**config.mk**
```make
export PLATFORM = sky130hd
export DESIGN_NAME = sdram_arbiter_flat
export DESIGN_NICKNAME = d
export VERILOG_FILES = /design/src/rtl/sdram_pkg.sv /design/src/rtl/sdram_arbiter_if.sv /design/src/rtl/sdram_arbiter.sv /design/src/flat_wrapper.sv
export SDC_FILE = /design/constraint.sdc
export NUM_CORES = 1
export LEC_CHECK = 0
export BUFFER_PORTS_ARGS = -buffer_cell sky130_fd_sc_hd__buf_4
export CAP_MARGIN = 10
export CORE_MARGIN = 3
export CORE_UTILIZATION = 46
export CTS_CLUSTER_SIZE = 24
export DETAILED_ROUTE_END_ITERATION = 12
export GPL_TIMING_DRIVEN = 0
export PLACE_DENSITY = 0.81
export SETUP_SLACK_MARGIN = 0.2
export SYNTH_ARGS = -nofsm -noshare
export SYNTH_HDL_FRONTEND = slang
export SYNTH_SLANG_ARGS = --single-unit
```
**constraint.sdc**
```tcl
create_clock -name clk -period 3.5 [get_ports clk]
set_input_delay 0 -clock clk [delete_from_list [all_inputs] [get_ports clk]]
set_output_delay 0 -clock clk [all_outputs]
set_load 0.02 [all_outputs]
```
**src/rtl/sdram_pkg.sv**
```systemverilog
// Shared SDRAM command encoding, arbiter state encoding and default bus widths.
// Latency: none (constants only).
// Backpressure: n/a.
// Imported by the arbiter and by the SDRAM controller so both use one command encoding.
package sdram_pkg;

    localparam int ADDR_W_DEF = 22;
    localparam int DATA_W_DEF = 32;

    typedef logic [1:0] cmd_t;

    // Controller command port encoding
    localparam cmd_t CMD_IDLE  = 2'd0;
    localparam cmd_t CMD_WRITE = 2'd1;
    localparam cmd_t CMD_READ  = 2'd2;

    // Arbiter FSM encoding
    localparam logic [1:0] ST_IDLE  = 2'd0;
    localparam logic [1:0] ST_GAP   = 2'd1;
    localparam logic [1:0] ST_WRITE = 2'd2;
    localparam logic [1:0] ST_READ  = 2'd3;

endpackage

```
**src/rtl/sdram_arbiter_if.sv**
```systemverilog
// Bundle of requester-side and controller-side signals around the SDRAM arbiter.
// Latency: none (wiring only).
// Backpressure: requests are held until acked; the controller paces via valid/done strobes.
// Modports: slave = arbiter view; master = view of the requesters plus controller.
interface sdram_arbiter_if #(
    parameter int ADDR_W = sdram_pkg::ADDR_W_DEF,
    parameter int DATA_W = sdram_pkg::DATA_W_DEF
) ();

    // read requester (LCD line-buffer refill)
    logic              rd_req;
    logic [ADDR_W-1:0] rd_addr;
    logic              rd_ack;
    logic [DATA_W-1:0] rd_data;
    logic              rd_valid;
    logic              rd_done;
    // write requester (fractal pixel writer)
    logic              wr_req;
    logic [ADDR_W-1:0] wr_addr;
    logic [DATA_W-1:0] wr_data;
    logic              wr_ack;
    // SDRAM controller command port
    logic [1:0]        mem_command;
    logic [ADDR_W-1:0] mem_address;
    logic [DATA_W-1:0] mem_write;
    logic [DATA_W-1:0] mem_read;
    logic              mem_read_valid;
    logic              mem_write_done;

    modport slave (
        input  rd_req, rd_addr, wr_req, wr_addr, wr_data,
               mem_read, mem_read_valid, mem_write_done,
        output rd_ack, rd_data, rd_valid, rd_done, wr_ack,
               mem_command, mem_address, mem_write
    );

    modport master (
        output rd_req, rd_addr, wr_req, wr_addr, wr_data,
               mem_read, mem_read_valid, mem_write_done,
        input  rd_ack, rd_data, rd_valid, rd_done, wr_ack,
               mem_command, mem_address, mem_write
    );

endinterface

```
**src/rtl/sdram_arbiter.sv**
```systemverilog
// Shares one SDRAM controller command port between a burst reader and a single-word writer.
// Latency: request -> command 1 cycle; read beats forwarded 1 cycle late; wr_ack same cycle as write done.
// Backpressure: one transaction in flight; requesters hold req until ack, one GAP cycle between transactions.
// Ports: clk, rst (async active-high); bus = sdram_arbiter_if.slave (requesters + controller).
// Optional: define SDRAM_ARB_STARVE_GUARD_EN to let a waiting write win after STARVE_LIMIT read grants.
module sdram_arbiter
    import sdram_pkg::*;
#(
    parameter int ADDR_W            = ADDR_W_DEF,
    parameter int DATA_W            = DATA_W_DEF,
    parameter int READ_BURST_LENGTH = 8,
    parameter int STARVE_LIMIT      = 4
) (
    input  logic            clk,
    input  logic            rst,
    sdram_arbiter_if.slave  bus
);

    localparam int BW = $clog2(READ_BURST_LENGTH + 1);
    // Burst start is aligned down to a burst boundary
    localparam logic [ADDR_W-1:0] BURST_MASK = ADDR_W'(READ_BURST_LENGTH - 1);

    if (READ_BURST_LENGTH < 1 || READ_BURST_LENGTH > 256 ||
        (READ_BURST_LENGTH & (READ_BURST_LENGTH - 1)) != 0 || STARVE_LIMIT < 1) begin : g_bad_param
        $error("sdram_arbiter: READ_BURST_LENGTH must be a power of two in 1..256, STARVE_LIMIT >= 1");
    end

    logic [1:0]        state;
    logic [BW-1:0]     beat_cnt;
    logic              pick_write;
    logic [1:0]        mem_command;
    logic [ADDR_W-1:0] mem_address;
    logic [DATA_W-1:0] mem_write;
    logic              rd_ack;
    logic [DATA_W-1:0] rd_data;
    logic              rd_valid;
    logic              rd_done;

`ifdef SDRAM_ARB_STARVE_GUARD_EN
    localparam int SW = $clog2(STARVE_LIMIT + 1);
    logic [SW-1:0] starve_cnt;

    // Reads normally win; a write that has watched STARVE_LIMIT reads go by takes its turn.
    assign pick_write = bus.wr_req && (!bus.rd_req || starve_cnt == SW'(STARVE_LIMIT));

    always_ff @(posedge clk or posedge rst) begin
        if (rst) begin
            starve_cnt <= '0;
        end else if (state == ST_IDLE) begin
            if (pick_write)
                starve_cnt <= '0;
            else if (bus.rd_req && bus.wr_req)
                starve_cnt <= starve_cnt + SW'(1);
        end
    end
`else
    // Strict read priority: display underrun is fatal, a delayed pixel write is not.
    assign pick_write = bus.wr_req && !bus.rd_req;
`endif

    always_ff @(posedge clk or posedge rst) begin
        if (rst) begin
            state       <= ST_IDLE;
            beat_cnt    <= '0;
            mem_command <= CMD_IDLE;
            mem_address <= '0;
            mem_write   <= '0;
            rd_ack      <= 1'b0;
            rd_data     <= '0;
            rd_valid    <= 1'b0;
            rd_done     <= 1'b0;
        end else begin
            rd_ack   <= 1'b0;
            rd_valid <= 1'b0;
            rd_done  <= 1'b0;
            case (state)
                ST_IDLE: begin
                    if (pick_write) begin
                        mem_address <= bus.wr_addr;
                        mem_write   <= bus.wr_data;
                        mem_command <= CMD_WRITE;
                        state       <= ST_WRITE;
                    end else if (bus.rd_req) begin
                        mem_address <= bus.rd_addr & ~BURST_MASK;
                        mem_command <= CMD_READ;
                        rd_ack      <= 1'b1;
                        state       <= ST_READ;
                    end
                end
                ST_WRITE: begin
                    if (bus.mem_write_done) begin
                        mem_command <= CMD_IDLE;
                        state       <= ST_GAP;
                    end
                end
                ST_READ: begin
                    // Beats only count here; strays in other states are dropped.
                    if (bus.mem_read_valid) begin
                        rd_data     <= bus.mem_read;
                        rd_valid    <= 1'b1;
                        mem_command <= CMD_IDLE;
                        if (beat_cnt == BW'(READ_BURST_LENGTH - 1)) begin
                            rd_done  <= 1'b1;
                            beat_cnt <= '0;
                            state    <= ST_GAP;
                        end else begin
                            beat_cnt <= beat_cnt + BW'(1);
                        end
                    end
                end
                ST_GAP: begin
                    mem_command <= CMD_IDLE;
                    state       <= ST_IDLE;
                end
                default: begin
                    mem_command <= CMD_IDLE;
                    state       <= ST_IDLE;
                end
            endcase
        end
    end

    assign bus.mem_command = mem_command;
    assign bus.mem_address = mem_address;
    assign bus.mem_write   = mem_write;
    assign bus.rd_ack      = rd_ack;
    assign bus.rd_data     = rd_data;
    assign bus.rd_valid    = rd_valid;
    assign bus.rd_done     = rd_done;
    assign bus.wr_ack      = (state == ST_WRITE) && bus.mem_write_done;

endmodule
```
**src/flat_wrapper.sv**
```systemverilog
// flat-port wrapper written by rule: the top's interface ports become plain ports
module sdram_arbiter_flat import sdram_pkg::*;
#(
    parameter int ADDR_W            = ADDR_W_DEF,
    parameter int DATA_W            = DATA_W_DEF,
    parameter int READ_BURST_LENGTH = 8,
    parameter int STARVE_LIMIT      = 4
)
  (clk, rst, bus_rd_req, bus_rd_addr, bus_wr_req, bus_wr_addr, bus_wr_data, bus_mem_read, bus_mem_read_valid, bus_mem_write_done, bus_rd_ack, bus_rd_data, bus_rd_valid, bus_rd_done, bus_wr_ack, bus_mem_command, bus_mem_address, bus_mem_write);
  sdram_arbiter_if #(.ADDR_W(ADDR_W), .DATA_W(DATA_W)) bus_i ();
  input  logic clk;
  input  logic rst;
  input wire logic [$bits(bus_i.rd_req)-1:0] bus_rd_req;
  input wire logic [$bits(bus_i.rd_addr)-1:0] bus_rd_addr;
  input wire logic [$bits(bus_i.wr_req)-1:0] bus_wr_req;
  input wire logic [$bits(bus_i.wr_addr)-1:0] bus_wr_addr;
  input wire logic [$bits(bus_i.wr_data)-1:0] bus_wr_data;
  input wire logic [$bits(bus_i.mem_read)-1:0] bus_mem_read;
  input wire logic [$bits(bus_i.mem_read_valid)-1:0] bus_mem_read_valid;
  input wire logic [$bits(bus_i.mem_write_done)-1:0] bus_mem_write_done;
  output wire logic [$bits(bus_i.rd_ack)-1:0] bus_rd_ack;
  output wire logic [$bits(bus_i.rd_data)-1:0] bus_rd_data;
  output wire logic [$bits(bus_i.rd_valid)-1:0] bus_rd_valid;
  output wire logic [$bits(bus_i.rd_done)-1:0] bus_rd_done;
  output wire logic [$bits(bus_i.wr_ack)-1:0] bus_wr_ack;
  output wire logic [$bits(bus_i.mem_command)-1:0] bus_mem_command;
  output wire logic [$bits(bus_i.mem_address)-1:0] bus_mem_address;
  output wire logic [$bits(bus_i.mem_write)-1:0] bus_mem_write;
  assign bus_i.rd_req = bus_rd_req;
  assign bus_i.rd_addr = bus_rd_addr;
  assign bus_i.wr_req = bus_wr_req;
  assign bus_i.wr_addr = bus_wr_addr;
  assign bus_i.wr_data = bus_wr_data;
  assign bus_i.mem_read = bus_mem_read;
  assign bus_i.mem_read_valid = bus_mem_read_valid;
  assign bus_i.mem_write_done = bus_mem_write_done;
  assign bus_rd_ack = bus_i.rd_ack;
  assign bus_rd_data = bus_i.rd_data;
  assign bus_rd_valid = bus_i.rd_valid;
  assign bus_rd_done = bus_i.rd_done;
  assign bus_wr_ack = bus_i.wr_ack;
  assign bus_mem_command = bus_i.mem_command;
  assign bus_mem_address = bus_i.mem_address;
  assign bus_mem_write = bus_i.mem_write;
  sdram_arbiter #(.ADDR_W(ADDR_W), .DATA_W(DATA_W), .READ_BURST_LENGTH(READ_BURST_LENGTH), .STARVE_LIMIT(STARVE_LIMIT)) u_core (.clk(clk), .rst(rst), .bus(bus_i));
endmodule
```
==> metrics.yaml, run 1 <==
timing:
  fin_crit_sh_pct: 57.9
  worst_pin_slew_ns: 0.557
  hold_violations: 0
  slew_viol_final: 0
  fmax_mhz: 494
  post-route-min-period_ns: 2.03
  rsz0062_at_grt: "false"
  finalSetupViolCount: 0
  fin_skew_ns: 0.0137
  max_slew_margin_pct: 62.5
placement:
  place_area_um2: 5740
  portBuffers: 202
  dp_hpwl_um: 7750
  gp_congestion: 0.728
setup_path:
  crit_fanout: 10
  worstPathCellList: "dlygate4sd3_1 > buf_4 > nor2b_2 > buf_6 > buf_12 > mux2_4 > dlygate4sd3_1 > mux2_4"
  worstSetupEndpointType: "flop"
  cp.required_ns: 3.74
  slowest_stage: "dlygate4sd3_1"
  r2r_end: "u_core.bus.mem_write[20]$_DFFE_PP0P_"
  worstPathArrival_ns: 2.26
  slowest_delay_ns: 0.56
  rr_worst_depth: 6
  critical_path_class: "input pin to flop"
  r2r-start: "u_core.state[0]$_DFFE_PP0P_"
  start_kind: "input pin"
  reg2reg_slack_ns: 1.84
yosys:
  ys_seq_area_share_pct: 59.7
  synth-seq-cells: 97
  synth_top_area_share_pct: 59.7
  ys_top_cells_by_count: "108 x nand2_1, 97 x dfrtp_1, 32 x mux2_4"
  ys_top_cells_by_area: "dfrtp_1 60%, mux2_4 12%, nand2_1 10%, mux2_2 6.7%, mux2_1 3.9%"
  synthesis.area_um2: 4060
  synth_cells: 320
  syn_area_per_cell_um2: 12.7
  async_flop_share_pct: 100
  synth_top_cell_by_area: "dfrtp_1"
  synth-main-ff-cell: "dfrtp_1"
  syn_nets: 435
  synth.distinct_cells: 30
  ys_warn_count: 0
  synth_edf_count: 0
  yosysMostFrequentCell: "nand2_1"
detailed_routing:
  wl_per_cell_um: 16.8
  vias: 3548
  via_per_inst: 4.81
  drc: 0
  drt_wl_total_um: 12400
  drtPass1Iterations: 4
  ant_nets: 0
  drtIter0Drc: 84
clocking:
  cts_resized: 0
  htreeDepth: 3
  cts_sinks: 97
  cts_root_buf: "clkbuf_8"
  clk_pin_slew_worst_paths_ns: 0.09
  cts_tree: "done"
  cts_buffers: 9
  cts_buffer_depth: 2
  insertion_delay_ns: 0.35
floorplanning:
  start_util_pct: 48.5
  core_area_um2: 8380
  dieArea_um2: 10000
  die_h_um: 100
  row_count: 33
  io_pins: 206
  die_w_um: 100
hold_path:
  hold_end: "u_core.bus.mem_address[17]$_DFFE_PP0P_"
  min_path_cells: 3
  holdCritPathClass: "input pin to flop"
  holdCritStartpoint: "bus_wr_addr[17]"
cells_and_area:
  postLayoutCellArea_um2: 6850
  drive_above_1_share_pct: 45.4
  n_antenna_cell: 0
  seqCellArea_um2: 2430
  fillers: 474
  final_nets: 743
  multi_input_area_um2: 1490
  area_delta_synth_final_pct: 68.6
grt:
  grt_pass1_vias: 3884
  grt_max_degree: 65
  grt_antenna_before_repair: 0
  grt_use_total_pct: 24.5
  grt_pass1_wl_um: 19300
  overflow: 0
job:
  cap_violations: 0
status:
  status: "completed"
power:
  p_leak_nw: 3.50
  ir_drop_v: 0.000469
  power.density_nw_per_um2: 773
  total_power_mw: 5.30
-- worst max-delay path: cells and delay by family --
kind / cells / cell delay [ns]
buffers and inverters: 5 / 1.57
muxes: 2 / 0.56
and+or+nand+nor: 1 / 0.13
-- cells in the final DEF, fill, tap and decap left out, drive strengths merged, types with 2 or more instances in the layout --
master       count
buf            216
nand2          108
dfrtp           97
dlygate4sd3     94
mux2            70
clkbuf          13
inv              5
o21ai            4
a22o             3
nand3            2
or4              2
a21o             2
clkinvlp         2
clkinv           2
nor2             2
-- cell type report --
| cell class | count | share of cell area (%) |
|---|---|---|
| inverter | 4 | 0.256 |
| buffer | 16 | 1.86 |
| clock inverter | 5 | 0.603 |
| sequential | 97 | 35.4 |
| tap | 105 | 1.92 |
| clock buffer | 10 | 1.86 |
| timing repair buffer | 297 | 36.3 |
| multi-input combinational | 203 | 21.8 |
-- metrics by stage --
step	setup TNS, ns	setup slack [ns]	instances	hold WS, ns	utilization, %
2_1_floorplan	0	0.966	320	0.105	-
3_3_place_gp	-7.43	-0.0810	627	0.190	68.1
3_5_place_dp	0	1.87	628	0.0554	68.5
4_1_cts	0	1.48	732	0.000454	81.1
5_1_grt	0	1.43	737	0.00252	81.7
6_report	0	1.47	737	0.0142	81.7
-- worst max path at each step --
stage                                                   endpoint                   startpoint  cells past startpoint
after floorplan                   u_core.beat_cnt[0]$_DFFE_PP0P_                          rst                      1
after global placement    u_core.bus.mem_address[21]$_DFFE_PP0P_                          rst                      2
after detailed placement    u_core.bus.mem_write[20]$_DFFE_PP0P_  u_core.state[0]$_DFFE_PP0P_                      6
after CTS                  u_core.bus.mem_address[9]$_DFFE_PP0P_                   bus_rd_req                      8
after global routing      u_core.bus.mem_address[11]$_DFFE_PP0P_                   bus_rd_req                      8
final                     u_core.bus.mem_address[11]$_DFFE_PP0P_                   bus_rd_req                      8
-- report_power, final --
| group | total (mW) | switching (mW) | internal [mW] |
|---|---|---|---|
| Clock | 0.646 | 0.385 | 0.261 |
| Combinational | 2.69 | 1.38 | 1.31 |
| Sequential | 1.96 | 0.312 | 1.65 |
| Total | 5.30 | 2.07 | 3.22 |
-- kinds of logic (layout without fill, tap and decap cells) --
family	after synthesis	after routing	share of synthesized area, %
buffers and inverters	20	332	3.51
AND/OR/NAND/NOR	119	119	11.8
adder cells (fa/ha/maj)	1	1	0.308
flip-flops	97	97	59.7
XOR/XNOR	1	1	0.216
multiplexers	70	70	22.4
AO/OA/AOI/OAI	12	12	2.09
-- flip-flops by register name, indices dropped and copies added, names as in the netlist --
signal,count
u_core.bus.mem_address,22
u_core.bus.rd_data,32
u_core.state,2
u_core.bus.rd_done,1
u_core.bus.mem_write,32
u_core.bus.rd_ack,1
u_core.bus.rd_valid,1
u_core.beat_cnt,4
u_core.bus.mem_command,2
-- routing by layer --
layer  global-route usage [%]  vias up  wire length, um
met4                     8.19        0              366
met5                        0        -                0
met3                     6.60       33              933
li1                         -     1671                -
met1                     28.4     1695             4680
met2                     44.0      149             6420
-- what timing repair did --
item,4_1_cts,5_1_grt
hold buffers,89,5
endpoints found under the hold margin,112,3
buffers inserted,0,0
Note: power is estimated with default switching activity, not from simulation.
==> inputs of run 2 (changes only) <==
==> constraint.sdc (replaced) <==
create_clock -name clk -period 2 [get_ports clk]
set_input_delay 0 -clock clk [delete_from_list [all_inputs] [get_ports clk]]
set_output_delay 0 -clock clk [all_outputs]
set_load 0.02 [all_outputs]
==> run 2 against run 1 <==
  * Final cell count grew 0.41%
  * Combinational power grew 75%
  * Die area did not move
  * First-iteration DRC count is 2.4% higher
  * Wire length increased by 2.5%
  * Hold slack got worse by 0.0050 ns
  * Utilization increased by 1.2 points
  * Register-to-register slack got worse by 1.5 ns
  * Sequential cell count did not move
  * Critical path depth fell by 2
  * Design area is 1.5% higher
  * Critical endpoint is now u_core.bus.mem_write[16]$_DFFE_PP0P_
  * Largest cell class unchanged
  * Highest routed layer unchanged
==> metrics.yaml, run 2 (synthesis results as in run 1) <==
clocking:
  cts_buffer_depth: 2  # unchanged
  htreeDepth: 3  # unchanged
  cts_sinks: 97  # unchanged
  insertion_delay_ns: 0.36  # about the same
  cts_resized: 0  # unchanged
  cts_tree: "done"
  clk_pin_slew_worst_paths_ns: 0.09  # about the same
  cts_root_buf: "clkbuf_8"
  cts_buffers: 9  # unchanged
floorplanning:
  io_pins: 206  # unchanged
  dieArea_um2: 10000  # unchanged
  core_area_um2: 8380  # unchanged
  die_h_um: 100  # unchanged
  start_util_pct: 48.5  # unchanged
  row_count: 33  # unchanged
  die_w_um: 100  # unchanged
timing:
  max_slew_margin_pct: 55.7  # -6.8 points
  hold_ws_ns: 0.00917  # -0.00499 ns
  tns_ns: 0  # unchanged
  worst_pin_slew_ns: 0.658  # +0.101 ns
  post-route-min-period_ns: 1.65
  fmax_mhz: 606
  hold_violations: 0  # unchanged
  rsz0062_at_grt: "false"
  fin_crit_sh_pct: 82.5
  fin_ws_ns: 0.350  # -1.12 ns
  fin_skew_ns: 0.0165  # +0.00289 ns
  slew_viol_final: 0  # unchanged
  finalSetupViolCount: 0  # unchanged
detailed_routing:
  wl_per_cell_um: 17.2  # +2.1%
  vias: 3573  # +0.70%
  via_per_inst: 4.83  # +0.30%
  ant_nets: 0  # unchanged
  drt_wl_total_um: 12700  # +2.5%
  drtIter0Drc: 86  # +2.4%
  drc: 0  # unchanged
  drtPass1Iterations: 4  # unchanged
cells_and_area:
  drive_above_1_share_pct: 45.7  # +0.26 points
  area_delta_synth_final_pct: 71.1
  n_antenna_cell: 0  # unchanged
  final_nets: 745  # +0.27%
  most-common-layout-cells: "203 x buf_4, 108 x nand2_1, 97 x dfrtp_1, 94 x dlygate4sd3_1, 32 x mux2_4"
  fin_util_pct: 82.9  # +1.2 points
  final_common_cell: "buf_4"
  reg.largest.list: "u_core.bus.mem_write: 32 flops, u_core.bus.rd_data: 32 flops, u_core.bus.mem_address: 22 flops"
power:
  ir_drop_v: 0.000665  # +42%
  p_leak_nw: 3.55  # +1.4%
  total_power_mw: 9.60  # +81%
  power.density_nw_per_um2: 1380  # +79%
placement:
  gp_congestion: 0.798  # +9.5%
  dp_hpwl_um: 7870  # +1.5%
  portBuffers: 202  # unchanged
  dpl_worst_slack_ns: 0.378  # -1.50 ns
hold_path:
  min_path_cells: 3  # unchanged
  holdCritPathClass: "input pin to flop"
  hold_end: "u_core.bus.mem_address[14]$_DFFE_PP0P_"
  holdCritStartpoint: "bus_rd_addr[14]"
setup_path:
  worstPathArrival_ns: 1.87  # -0.39 ns
  cp-startpoint: "u_core.state[0]$_DFFE_PP0P_"
  critical_path_class: "flop to flop"
  reg2reg_slack_ns: 0.35  # -1.49 ns
  worstSetupEndpointType: "flop"
  slowest_delay_ns: 0.36  # -0.20 ns
  r2r-start: "u_core.state[0]$_DFFE_PP0P_"
  r2r_end: "u_core.bus.mem_write[16]$_DFFE_PP0P_"
  slowest_stage: "dfrtp_1"
  worstPathCellList: "buf_2 > nor2_2 > and2_1 > buf_6 > buf_6 > mux2_1"
  crit_fanout: 10  # unchanged
  cp.required_ns: 2.22  # -1.52 ns
  rr_worst_depth: 6  # unchanged
  start_kind: "flop"
  crit_top_cell: "buf_6"
grt:
  grt_pass1_wl_um: 20300  # +5.3%
  overflow: 0  # unchanged
  grt_pass1_vias: 3979  # +2.4%
  grt_use_total_pct: 25.9  # +1.4 points
  grt_antenna_before_repair: 0  # unchanged
  grt_max_degree: 31  # -52%
status:
  status: "completed"
job:
  cap_violations: 0  # unchanged
==> run 2: changes by cell type in the layout (fill, tap and decap cells not counted) <==
| cell | delta |
|---|---|
| buf_12 | +2 |
| bufinv_16 | +2 |
| inv_4 | -1 |
| clkinv_4 | +1 |
| clkbuf_8 | +1 |
| clkinvlp_4 | -1 |
| inv_6 | -1 |
==> run 2: worst max path at each step <==
| stage | cells past startpoint | end | slack, ns |
|---|---|---|---|
| 3_5_place_dp | 6 | u_core.bus.mem_write[12]$_DFFE_PP0P_ | 0.38 |
| 4_1_cts | 6 | u_core.bus.mem_write[12]$_DFFE_PP0P_ | 0.37 |
| 2_1_floorplan | 6 | u_core.bus.mem_address[10]$_DFFE_PP0P_ | 0.50 |
| 5_1_grt | 6 | u_core.bus.mem_write[16]$_DFFE_PP0P_ | 0.23 |
| 6_report | 6 | u_core.bus.mem_write[16]$_DFFE_PP0P_ | 0.35 |
| 3_3_place_gp | 2 | u_core.bus.mem_address[14]$_DFFE_PP0P_ | 0.26 |
==> run 2: area by class of cell <==
class	count	area (um^2)
inverter	4	18.8
multi-input combinational	203	1490
clock buffer	11	141
sequential	97	2430
clock inverter	5	86.3
fill	455	1430
tap	105	131
timing repair buffer	299	2520
buffer	16	128
==> run 2: worst max-delay path: cells and delay by family (launching register included) <==
| kind | cells | cell delay [ns] |
|---|---|---|
| mux | 1 | 0.36 |
| simple gates | 2 | 0.31 |
| buf+inv | 3 | 0.49 |
| flops | 1 | 0.36 |
==> run 2: per-layer routing <==
layer / up-vias / wire [um] / GRT usage [%]
li1: 1670 / - / -
met3: 22 / 917 / 6.95
met5: - / 0 / 0
met1: 1736 / 4820 / 30.5
met2: 145 / 6710 / 46.2
met4: 0 / 267 / 7.77
==> run 2: timing repair <==
item                       4_1_cts  5_1_grt
hold endpoints to repair       101        4
buffers inserted                 0        0
setup endpoints to repair        0        0
hold buffers                    89        5
==> run 2: power breakdown <==
part	switching, mW	total (mW)	internal, mW	leakage (nW)
logic	2.41	4.71	2.30	2.24
registers	0.570	3.45	2.88	1.19
clock network	0.681	1.43	0.749	0.114
==> run 2: metrics by stage <==
step	instance area [um^2]	instances
after global routing	6950	740
after floorplan	4070	320
final	6950	740
after CTS	6900	735
after detailed placement	5780	630
after global placement	5720	627
==> inputs of run 3 (changes only) <==
--- a/config.mk
+++ b/config.mk
@@ -5,14 +5,15 @@
 export SDC_FILE = /design/constraint.sdc
 export NUM_CORES = 1
 export LEC_CHECK = 0
+export ABC_AREA = 1
 export BUFFER_PORTS_ARGS = -buffer_cell sky130_fd_sc_hd__buf_4
 export CAP_MARGIN = 10
 export CORE_MARGIN = 3
-export CORE_UTILIZATION = 46
+export CORE_UTILIZATION = 41
 export CTS_CLUSTER_SIZE = 24
 export DETAILED_ROUTE_END_ITERATION = 12
 export GPL_TIMING_DRIVEN = 0
-export PLACE_DENSITY = 0.81
+export PLACE_DENSITY = 0.76
 export SETUP_SLACK_MARGIN = 0.2
 export SYNTH_ARGS = -nofsm -noshare
 export SYNTH_HDL_FRONTEND = slang
==> constraint.sdc (replaced) <==
create_clock -name clk -period 1.5 [get_ports clk]
set_input_delay 0 -clock clk [delete_from_list [all_inputs] [get_ports clk]]
set_output_delay 0 -clock clk [all_outputs]
set_load 0.02 [all_outputs]
==> run 3 against run 2 <==
  * Synthesized cell count is 54% higher
  * Wire length is 11% higher
  * Utilization is 6.2 points lower
  * Maximum frequency is 24% higher
  * Register-to-register slack worse by 0.18 ns
  * Count of clock-buffer cells in the layout stayed put
  * Setup slack worse by 0.18 ns
  * Via count is 26% higher
  * Critical path depth is 1 higher
  * First-iteration DRC count grew to 2.6 times the previous value
  * Die area is 12% higher
  * Area after synthesis is 0.40% higher
  * Largest power group unchanged
  * Highest routed layer unchanged
==> metrics.yaml, run 3 <==
status:
  status: "completed"
timing:
  fmax_mhz: 754  # +24%
  fin_skew_ns: 0.0149  # -0.00163 ns
  fin_ws_ns: 0.174  # -0.175 ns
  max_slew_margin_pct: 60.4  # +4.7 points
  finalSetupViolCount: 0  # unchanged
  rsz0062_at_grt: "true"
  hold_violations: 0  # unchanged
  worst_pin_slew_ns: 0.593  # -0.0646 ns
  fin_crit_sh_pct: 88.4  # +5.9 points
  slew_viol_final: 0  # unchanged
  post-route-min-period_ns: 1.33  # -0.325 ns
detailed_routing:
  drtPass1Iterations: 4  # unchanged
  vias: 4498  # +26%
  ant_nets: 0  # unchanged
  drc: 0  # unchanged
  wl_per_cell_um: 14.7  # -14%
  drtIter0Drc: 227  # +160%
  via_per_inst: 4.71  # -2.6%
  drt_wl_total_um: 14100  # +11%
clocking:
  cts_sinks: 97  # unchanged
  cts_buffers: 9  # unchanged
  clk_pin_slew_worst_paths_ns: 0.09  # about the same
  insertion_delay_ns: 0.35  # about the same
  cts_root_buf: "clkbuf_8"
  cts_tree: "done"
  cts_buffer_depth: 2  # unchanged
  htreeDepth: 3  # unchanged
grt:
  grt_pass1_wl_um: 21900  # +8.1%
  grt_max_degree: 44  # +42%
  grt_use_total_pct: 24.5  # -1.4 points
  overflow: 0  # unchanged
  grt_pass1_vias: 4504  # +13%
  grt_antenna_before_repair: 0  # unchanged
setup_path:
  slowest_delay_ns: 0.43  # +0.07 ns
  crit_fanout: 6  # -4
  critPathTopFamily: "flip-flops"
  reg2reg_slack_ns: 0.17  # -0.18 ns
  r2r-start: "u_core.state[1]$_DFFE_PP0P_"
  start_kind: "flop"
  rr_worst_depth: 7  # +1
  slowest_stage: "dfrtp_1"
  r2r_end: "u_core.bus.mem_address[21]$_DFFE_PP0P_"
  cp.required_ns: 1.79  # -0.43 ns
  critical_path_class: "flop to flop"
  worstSetupEndpointType: "flop"
  worstPathCellList: "nor2_2 > inv_2 > a21oi_4 > buf_6 > buf_4 > nand2_1 > nand2_1"
  worstPathArrival_ns: 1.61  # -0.26 ns
  crit_top_cell: "nand2_1"
  path_buf_inv: 3  # unchanged
cells_and_area:
  final_common_cell: "nand2_1"
  drive_above_1_share_pct: 32.8  # -13 points
  final_cells: 956  # +29%
  final_nets: 938  # +26%
  most-common-layout-cells: "286 x nand2_1, 212 x buf_4, 107 x dlygate4sd3_1, 97 x dfrtp_1, 41 x nand3_1"
  n_antenna_cell: 0  # unchanged
  area_delta_synth_final_pct: 77.9
  reg.largest.list: "u_core.bus.mem_write: 32 flops, u_core.bus.rd_data: 32 flops, u_core.bus.mem_address: 22 flops"
  fin_util_pct: 76.7  # -6.2 points
floorplanning:
  core_area_um2: 9460  # +13%
  die_h_um: 106  # +5.8%
  die_w_um: 106  # +5.8%
  row_count: 35  # +6.1%
  start_util_pct: 43.1  # -5.3 points
  io_pins: 206  # unchanged
  dieArea_um2: 11200  # +12%
yosys:
  synth.distinct_cells: 20  # -33%
  syn_nets: 607  # +40%
  synth_edf_count: 0  # unchanged
  synth_top_cell_by_area: "dfrtp_1"
  synth-main-ff-cell: "dfrtp_1"
  ys_top_cells_by_count: "295 x nand2_1, 97 x dfrtp_1, 41 x nand3_1"
  synthesis.area_um2: 4080  # +0.40%
  yosysMostFrequentCell: "nand2_1"
  ys_seq_area_share_pct: 59.5  # -0.24 points
  synth_cells: 492  # +54%
  synth-seq-cells: 97  # unchanged
  synth_top_area_share_pct: 59.5  # -0.24 points
  async_flop_share_pct: 100  # unchanged
  ys_top_cells_by_area: "dfrtp_1 59%, nand2_1 27%, nand3_1 5.0%, buf_2 1.6%, buf_6 1.4%"
  ys_warn_count: 0  # unchanged
  syn_area_per_cell_um2: 8.29  # -35%
job:
  cap_violations: 0  # unchanged
placement:
  portBuffers: 202  # unchanged
  placed_cells: 825  # +31%
  dpl_worst_slack_ns: 0.195  # -0.182 ns
  dp_hpwl_um: 8440  # +7.3%
  gp_congestion: 0.799  # +0.20%
power:
  power.density_nw_per_um2: 1770  # +28%
  p_leak_nw: 4.04  # +14%
  ir_drop_v: 0.00128  # +92%
hold_path:
  holdCritPathClass: "input pin to flop"
  hold_end: "u_core.bus.rd_data[18]$_DFFE_PP0P_"
  holdCritStartpoint: "bus_mem_read_valid"
  min_path_cells: 6  # +3
run 3: cell types whose count changed after synthesis, moves of 6 or more:
cell,before,now
inv_1,3,11
mux2_2,24,0
mux2_1,14,0
mux2_4,32,0
buf_4,1,7
nand2_1,108,295
buf_2,2,13
nand3_1,2,41
run 3: worst max-delay path by stage:
stage	depth (start not counted)	to	startpoint
finish	7	u_core.bus.mem_address[21]$_DFFE_PP0P_	u_core.state[1]$_DFFE_PP0P_
global route	7	u_core.bus.mem_address[21]$_DFFE_PP0P_	u_core.state[1]$_DFFE_PP0P_
CTS	7	u_core.bus.mem_address[17]$_DFFE_PP0P_	u_core.state[0]$_DFFE_PP0P_
detailed placement	7	u_core.bus.mem_address[1]$_DFFE_PP0P_	u_core.state[0]$_DFFE_PP0P_
global placement	2	u_core.bus.mem_address[16]$_DFFE_PP0P_	rst
floorplan	1	u_core.beat_cnt[0]$_DFFE_PP0P_	rst
run 3: stage by stage:
| step | hold slack, ns | TNS, ns | power [mW] | area (um^2) |
|---|---|---|---|---|
| after floorplan | 0.117 | 0 | 7.63 | 4080 |
| final | 0.146 | 0 | 12.8 | 7260 |
| after CTS | 0.0990 | 0 | 12.4 | 7090 |
| after global placement | 0.204 | -25.48 | 10.1 | 5760 |
| after detailed placement | 0.104 | 0 | 10.3 | 5800 |
| after global routing | 0.158 | 0 | 13.6 | 7260 |
run 3: cell families (layout without fill, tap and decap cells):
kind of cell	count (synthesis)	in the layout	share of synthesized area, %
simple gates	346	346	33.4
flops	97	97	59.5
buf+inv	41	376	5.73
compound gates	6	6	0.889
fa+ha+maj	1	1	0.307
xor+xnor	1	1	0.215
run 3: timing repair:
item | CTS | global route
hold buffers | 107 | 0
pin swaps | 0 | 5
gates resized for setup | 1 | 28
hold endpoints to repair | 111 | 0
buffers inserted | 0 | 7
endpoints found under the setup margin | 1 | 68
gates cloned | 0 | 2
run 3: where the power goes:
group          internal [mW]  switching (mW)
registers               3.80           0.717
logic                   2.81            3.62
clock network          0.984           0.887
run 3: layout make-up:
type / instances / area (um^2)
Sequential cell: 97 / 2430
Timing Repair Buffer: 320 / 2720
Clock inverter: 4 / 76.3
Inverter: 15 / 60.1
Buffer: 26 / 215
Multi-Input combinational cell: 354 / 1460
Clock buffer: 11 / 141
Fill cell: 636 / 2200
Tap cell: 129 / 161
run 3: worst min-delay path, stage by stage:
cell,delay (ns)
buf_4,0.08
inv_1,0.06
nor2_4,0.14
inv_2,0.08
nand2_1,0.06
nand2_1,0.04
run 3: metal layers:
metal / vias up / part of all wire (%) / global-route usage [%]
met1: 2124 / 38 / 27.7
met4: 0 / 3.1 / 8.51
met3: 32 / 6.4 / 5.94
met5: - / 0 / 0
li1: 2156 / - / -
met2: 186 / 52 / 44.7
